<file path="config.mk">
export PLATFORM = sky130hd
export DESIGN_NAME = gray_counter_param
export DESIGN_NICKNAME = d
export VERILOG_FILES = /design/src/rtl/gray_cnt_pkg.sv /design/src/rtl/gray_step_chk.sv /design/src/rtl/gray_counter_param.sv
export SDC_FILE = /design/constraint.sdc
export NUM_CORES = 1
export LEC_CHECK = 0
export BUFFER_PORTS_ARGS = -buffer_cell sky130_fd_sc_hd__buf_4
export CAP_MARGIN = 5
export CORE_MARGIN = 4
export CORE_UTILIZATION = 30
export DETAILED_ROUTE_END_ITERATION = 6
export MAX_ROUTING_LAYER = met4
export PLACE_DENSITY = 0.51
export REMOVE_ABC_BUFFERS = 1
export SLEW_MARGIN = 20
export SYNTH_ARGS = -nofsm -noshare
export SYNTH_HDL_FRONTEND = slang
export SYNTH_SLANG_ARGS = --single-unit
</file>
<file path="constraint.sdc">
create_clock -name clk -period 3.5 [get_ports clk]
set_input_delay 0.7 -clock clk [delete_from_list [all_inputs] [get_ports clk]]
set_output_delay 0.7 -clock clk [all_outputs]
set_load 0.05 [all_outputs]
</file>
<file path="src/rtl/gray_cnt_pkg.sv">
// ============================================================================
// Module      : gray_cnt_pkg
// Description : Shared definitions for the parametrised Gray-code counter.
//               Binary/Gray conversion helpers sized for the widest legal
//               counter. Narrower users cast the result down to their width.
//               The upper bits are zero because the input is zero-extended.
// Revision    : 1.0 - initial release
// ============================================================================
`default_nettype none

package gray_cnt_pkg;

    localparam int GRAY_MAX_W = 16;

    // Overflow behaviour at the count boundaries.
    localparam int MODE_WRAP  = 0;
    localparam int MODE_SAT   = 1;

    function automatic logic [GRAY_MAX_W-1:0] bin2gray(input logic [GRAY_MAX_W-1:0] b);
        return b ^ (b >> 1);
    endfunction

    function automatic logic [GRAY_MAX_W-1:0] gray2bin(input logic [GRAY_MAX_W-1:0] g);
        logic [GRAY_MAX_W-1:0] b;
        b[GRAY_MAX_W-1] = g[GRAY_MAX_W-1];
        for (int i = GRAY_MAX_W - 2; i >= 0; i--) begin
            b[i] = b[i+1] ^ g[i];
        end
        return b;
    endfunction

endpackage

`default_nettype wire

</file>
<file path="src/rtl/gray_step_chk.sv">
// ============================================================================
// Module      : gray_step_chk
// Description : Sticky monitor for the counter's single-bit-step property.
//               A transition is flagged in either of these cases:
//                 - more than one Gray bit changes on a cycle that was not
//                   a clear or load;
//                 - any bit changes on a cycle that should have held.
//               A hold is expected when en was low, or when a saturated
//               boundary hold was in effect.
// Ports       : clk, rst_n     - clock, async active-low reset
//               gray_i         - registered Gray count under observation
//               resync_i       - clear or load is stepping the counter now
//               quiet_i        - counter is required to hold this cycle
//               step_err_o     - sticky error, cleared only by rst_n
// Revision    : 1.0 - initial release
// ============================================================================
`default_nettype none

module gray_step_chk #(
    parameter int WIDTH = 4
) (
    input  logic             clk,
    input  logic             rst_n,
    input  logic [WIDTH-1:0] gray_i,
    input  logic             resync_i,
    input  logic             quiet_i,
    output logic             step_err_o
);

    logic [WIDTH-1:0] prev_q;
    logic             resync_q;
    logic             quiet_q;
    logic             valid_q;
    logic             step_err_q;
    logic [WIDTH-1:0] diff_w;
    logic             multi_w;
    logic             err_d;

    // The qualifiers are registered alongside prev_q. This lets them describe
    // the same edge that produced the gray_i vs prev_q transition.
    always_ff @(posedge clk or negedge rst_n) begin
        if (!rst_n) begin
            prev_q     <= '0;
            resync_q   <= 1'b0;
            quiet_q    <= 1'b0;
            valid_q    <= 1'b0;
            step_err_q <= 1'b0;
        end else begin
            prev_q     <= gray_i;
            resync_q   <= resync_i;
            quiet_q    <= quiet_i;
            valid_q    <= 1'b1;
            step_err_q <= step_err_q | err_d;
        end
    end

    // Clearing the lowest set bit leaves a non-zero value only when the
    // popcount of the change mask is two or more.
    always_comb begin
        diff_w  = gray_i ^ prev_q;
        multi_w = (diff_w & (diff_w - 1'b1)) != '0;
        err_d   = 1'b0;
        if (valid_q && !resync_q) begin
            err_d = multi_w || (quiet_q && (diff_w != '0));
        end
    end

    assign step_err_o = step_err_q;

endmodule

`default_nettype wire

</file>
<file path="src/rtl/gray_counter_param.sv">
// ============================================================================
// Module      : gray_counter_param
// Description : Parametrised up/down Gray-code counter.
//               Supports enable, synchronous clear and parallel load.
//               At the boundaries it either wraps or saturates.
//               Gray and binary outputs are registered together, so
//               gray_count always equals bin2gray(bin_count).
//               Optional macro GRAY_CNT_STEP_CHK_EN adds a sticky step_err
//               output driven by the single-bit-step checker.
// Ports       : clk, rst_n          - clock, async active-low reset
//               en, up_dn          - step enable and direction (1 = up)
//               clear, load        - sync clear / parallel load (clear wins)
//               load_val           - binary value loaded by load
//               gray_count         - registered Gray count
//               bin_count          - registered binary count
//               at_max, at_min     - boundary flags decoded from bin_count
//               wrap               - one-cycle pulse after a wrapping step
//               step_err           - (GRAY_CNT_STEP_CHK_EN only) sticky error
// Revision    : 1.0 - initial release
// ============================================================================
`default_nettype none

module gray_counter_param
    import gray_cnt_pkg::*;
#(
    parameter int WIDTH    = 4,
    parameter int SATURATE = 0,
    parameter int RST_VAL  = 0
) (
    input  logic             clk,
    input  logic             rst_n,
    input  logic             en,
    input  logic             up_dn,
    input  logic             clear,
    input  logic             load,
    input  logic [WIDTH-1:0] load_val,
    output logic [WIDTH-1:0] gray_count,
    output logic [WIDTH-1:0] bin_count,
    output logic             at_max,
    output logic             at_min,
`ifdef GRAY_CNT_STEP_CHK_EN
    output logic             wrap,
    output logic             step_err
`else
    output logic             wrap
`endif
);

    localparam logic [WIDTH-1:0] MAX_VAL  = '1;
    localparam logic [WIDTH-1:0] RST_BIN  = WIDTH'(RST_VAL);
    localparam logic [WIDTH-1:0] RST_GRAY = RST_BIN ^ (RST_BIN >> 1);
    localparam bit               SAT_MODE = (SATURATE == MODE_SAT);

    logic [WIDTH-1:0] bin_q,  bin_d;
    logic [WIDTH-1:0] gray_q, gray_d;
    logic             wrap_q, wrap_d;

    always_ff @(posedge clk or negedge rst_n) begin
        if (!rst_n) begin
            bin_q  <= RST_BIN;
            gray_q <= RST_GRAY;
            wrap_q <= 1'b0;
        end else begin
            bin_q  <= bin_d;
            gray_q <= gray_d;
            wrap_q <= wrap_d;
        end
    end

    always_comb begin
        bin_d  = bin_q;
        wrap_d = 1'b0;
        if (clear) begin
            bin_d = '0;
        end else if (load) begin
            bin_d = load_val;
        end else if (en) begin
            if (up_dn) begin
                if (bin_q != MAX_VAL) begin
                    bin_d = bin_q + 1'b1;
                end else if (!SAT_MODE) begin
                    bin_d  = '0;
                    wrap_d = 1'b1;
                end
            end else begin
                if (bin_q != '0) begin
                    bin_d = bin_q - 1'b1;
                end else if (!SAT_MODE) begin
                    bin_d  = MAX_VAL;
                    wrap_d = 1'b1;
                end
            end
        end
        // Gray is derived from the next binary value so both register together.
        gray_d = WIDTH'(bin2gray(GRAY_MAX_W'(bin_d)));
    end

    assign gray_count = gray_q;
    assign bin_count  = bin_q;
    assign wrap       = wrap_q;
    assign at_max     = (bin_q == MAX_VAL);
    assign at_min     = (bin_q == '0);

`ifdef GRAY_CNT_STEP_CHK_EN
    logic sat_hold_w;
    logic quiet_w;

    assign sat_hold_w = SAT_MODE && en &&
                        ((up_dn && (bin_q == MAX_VAL)) || (!up_dn && (bin_q == '0)));
    assign quiet_w    = !clear && !load && (!en || sat_hold_w);

    gray_step_chk #(
        .WIDTH (WIDTH)
    ) u_step_chk (
        .clk        (clk),
        .rst_n      (rst_n),
        .gray_i     (gray_q),
        .resync_i   (clear | load),
        .quiet_i    (quiet_w),
        .step_err_o (step_err)
    );
`endif

endmodule

`default_nettype wire

</file>
==> results.toml <==
[final_layout]
utilization = 0.422
final_cells = 101
fillCellCount = 181
nets = 91
syn2layout_area_growth_pct = 34.3
diodes = 0
fin_area_sq_um = 721
drive_above_1_share = 0.342

[worst_setup_path]
r2r_setup_slack_ps = 1600
reg2reg_to = "gray_count[1]"
crit_path_top_delay_cell = "dfrtp_1"
critical_path_class = "reg2out"
slowest_delay_ps = 460
ff2ff_path_depth = 7
worstPathArrival_ps = 1480
start_kind = "flop"
crit_fanout = 7
crit_start = "bin_count[0]"
path_delay_family = "flip-flops"
rr_startpoint = "bin_count[0]"
cp_cell_sequence = "inv_1 -> ha_1 -> nand2b_1 -> nor2_1 -> buf_4"
required_ps = 2800
end_kind = "output port"
critPathBufInv = 2

[flow_run]
maxCapViolCount = 0

[clocking]
post_cts_buffers = 0
cts.sinks = 8
numCtsBuffers = 3
cts_max_level = 1
cts_hold_buf = 0
path_clk_slew_ps = 60
clockBufferDepth = 2
cts_tree = "done"
cts-root-buf = "clkbuf_4"
cts_resized = 0
clkLatencyLatePin_ps = 250

[outcome]
run_status = "completed"

[routing]
ant_nets = 0
drtPass1Iterations = 2
vias = 452
wirelength_um = 1170
vias_per_cell = 4.48
drt-initial-drc-count = 5
drc = 0
wl_per_cell_um = 11.6

[timing]
hold_viol = 0
finalCriticalPeriod_ps = 2180
finClkSkew_ps = 5.49
rsz0062_at_grt = "false"
worstMarginPinSlew_ps = 295
hold_ws_ps = 249
slew_violations = 0
fmax_ghz = 0.459
report.final.setup_viol = 0
fin_setup_tns_ps = 0
min_period_over_period = 0.622
slew_headroom = 0.803

[logic_synthesis]
synth.top_cell.area_share = 0.373
synth_area_leaders = "dfrtp_1 (37%), ha_1 (7.0%), xnor2_1 (6.5%), mux2i_1 (5.6%), nor2_1 (4.9%)"
ys_top_cells_by_count = "dfrtp_1 (8), nor2_1 (7), inv_1 (6)"
synthArstFlopShare = 1.00
synthCells = 56
yosys_warnings = 0
ys_seq_area_frac = 0.373
avgSynthCellArea_sq_um = 9.59
synth_edf_count = 0
synth-seq-cells = 8
synth_cell_types = 26
netlist_area_sq_um = 537
synth_area_leader_cell = "dfrtp_1"
ys.flop_type = "dfrtp_1"
synth_most_common_cell = "dfrtp_1"

[floorplanning]
die_x_um = 50.3
rows = 15
initial_core_util = 0.314
die_area_sq_um = 2530
ios = 21
fp.dieH_um = 50.3
core_area_sq_um = 1710

[placement]
routabilityCongestion = 0.724
place_hpwl_um = 934
port_buffers = 20
dpl-instance-area_sq_um = 698
dp_cells = 98

[grt]
grt_usage = 0.0997
grt_pass1_wl_um = 1820
antenna_found_initial = 0
first_global_vias = 416
grt_max_degree = 10
grt_overflow = 0

[power]
ir_drop_v = 0.000276
cellPowerDensity_nw_per_um2 = 410
leakage_nw = 0.364

[hold_path]
hold_path.class = "in2async"
==> layout by cell type, fill, tap and decap left out <==
| cell type | instances |
|---|---|
| a221oi_1 | 1 |
| a211oi_1 | 1 |
| o21ai_0 | 1 |
| xnor2_1 | 4 |
| o221ai_2 | 1 |
| a21o_1 | 1 |
| nor2b_1 | 1 |
| nor2_1 | 7 |
| and3_2 | 1 |
| nor3_1 | 1 |
| mux2i_1 | 3 |
| xor2_1 | 1 |
| o31ai_1 | 1 |
| or4b_1 | 1 |
| buf_4 | 20 |
| dfrtp_1 | 8 |
| ha_1 | 3 |
| or3_1 | 1 |
| nand2b_1 | 3 |
| nand2_1 | 1 |
| a221oi_2 | 1 |
| clkbuf_4 | 3 |
| a21boi_0 | 1 |
| inv_1 | 6 |
| a21oi_1 | 3 |
| o311a_1 | 1 |
==> worst register-to-register path, delay by kind of cell (launching register included) <==
family	cells	cell delay, ps
and+or+nand+nor	2	510
DFF	1	460
AOI/OAI and AO/OA	2	330
adders and majority gates	1	190
xor gates and xnor gates	1	150
buffers and inverters	1	140
==> stage by stage <==
step / power (mW) / setup slack (ps)
floorplan: 0.187 / 1040
global placement: 0.228 / 1570
detailed placement: 0.228 / 1560
CTS: 0.300 / 1300
global route: 0.313 / 1210
finish: 0.295 / 1320
==> worst max-delay path by stage <==
| stage | endpoint | slack, ps | cells past startpoint |
|---|---|---|---|
| 3_3_place_gp | gray_count[1] | 1570 | 6 |
| 6_report | at_min | 1320 | 5 |
| 2_1_floorplan | at_min | 1040 | 2 |
| 3_5_place_dp | gray_count[1] | 1560 | 6 |
| 4_1_cts | at_min | 1300 | 5 |
| 5_1_grt | at_min | 1210 | 5 |
==> layer usage <==
metal  wire length, um  track usage  up-vias
li1                  -            -      236
met1               560        0.127      201
met2               528        0.141       15
met3                82       0.0564        0
met4                 0       0.0135        0
met5                 0            -        -
==> registers in the layout (all words and copies together) (netlist names) <==
register    count
bin_count       4
wrap            1
gray_count      3
==> cell type report <==
class,count,area [sq um],area share
inverters,6,22.5,0.0313
multi-input cells,39,294,0.408
flip-flops and latches,8,200,0.278
well taps,25,31.3,0.0434
clock buffers,3,22.5,0.0313
repair buffers,20,150,0.208
==> cell families (layout without fill, tap and decap cells) <==
kind of cell,after synthesis,count (layout),synth area share
flops,8,8,0.373
xor+xnor,5,5,0.0816
buf+inv,9,29,0.0792
mux,3,3,0.0559
fa+ha+maj,3,3,0.0699
compound gates,12,12,0.184
simple gates,16,16,0.156
==> report_power, final <==
group	switching, mW	internal, mW
clock network	0.0309	0.0392
logic	0.0730	0.0421
registers	0.00892	0.101
Note: power is estimated with default switching activity, not from simulation.
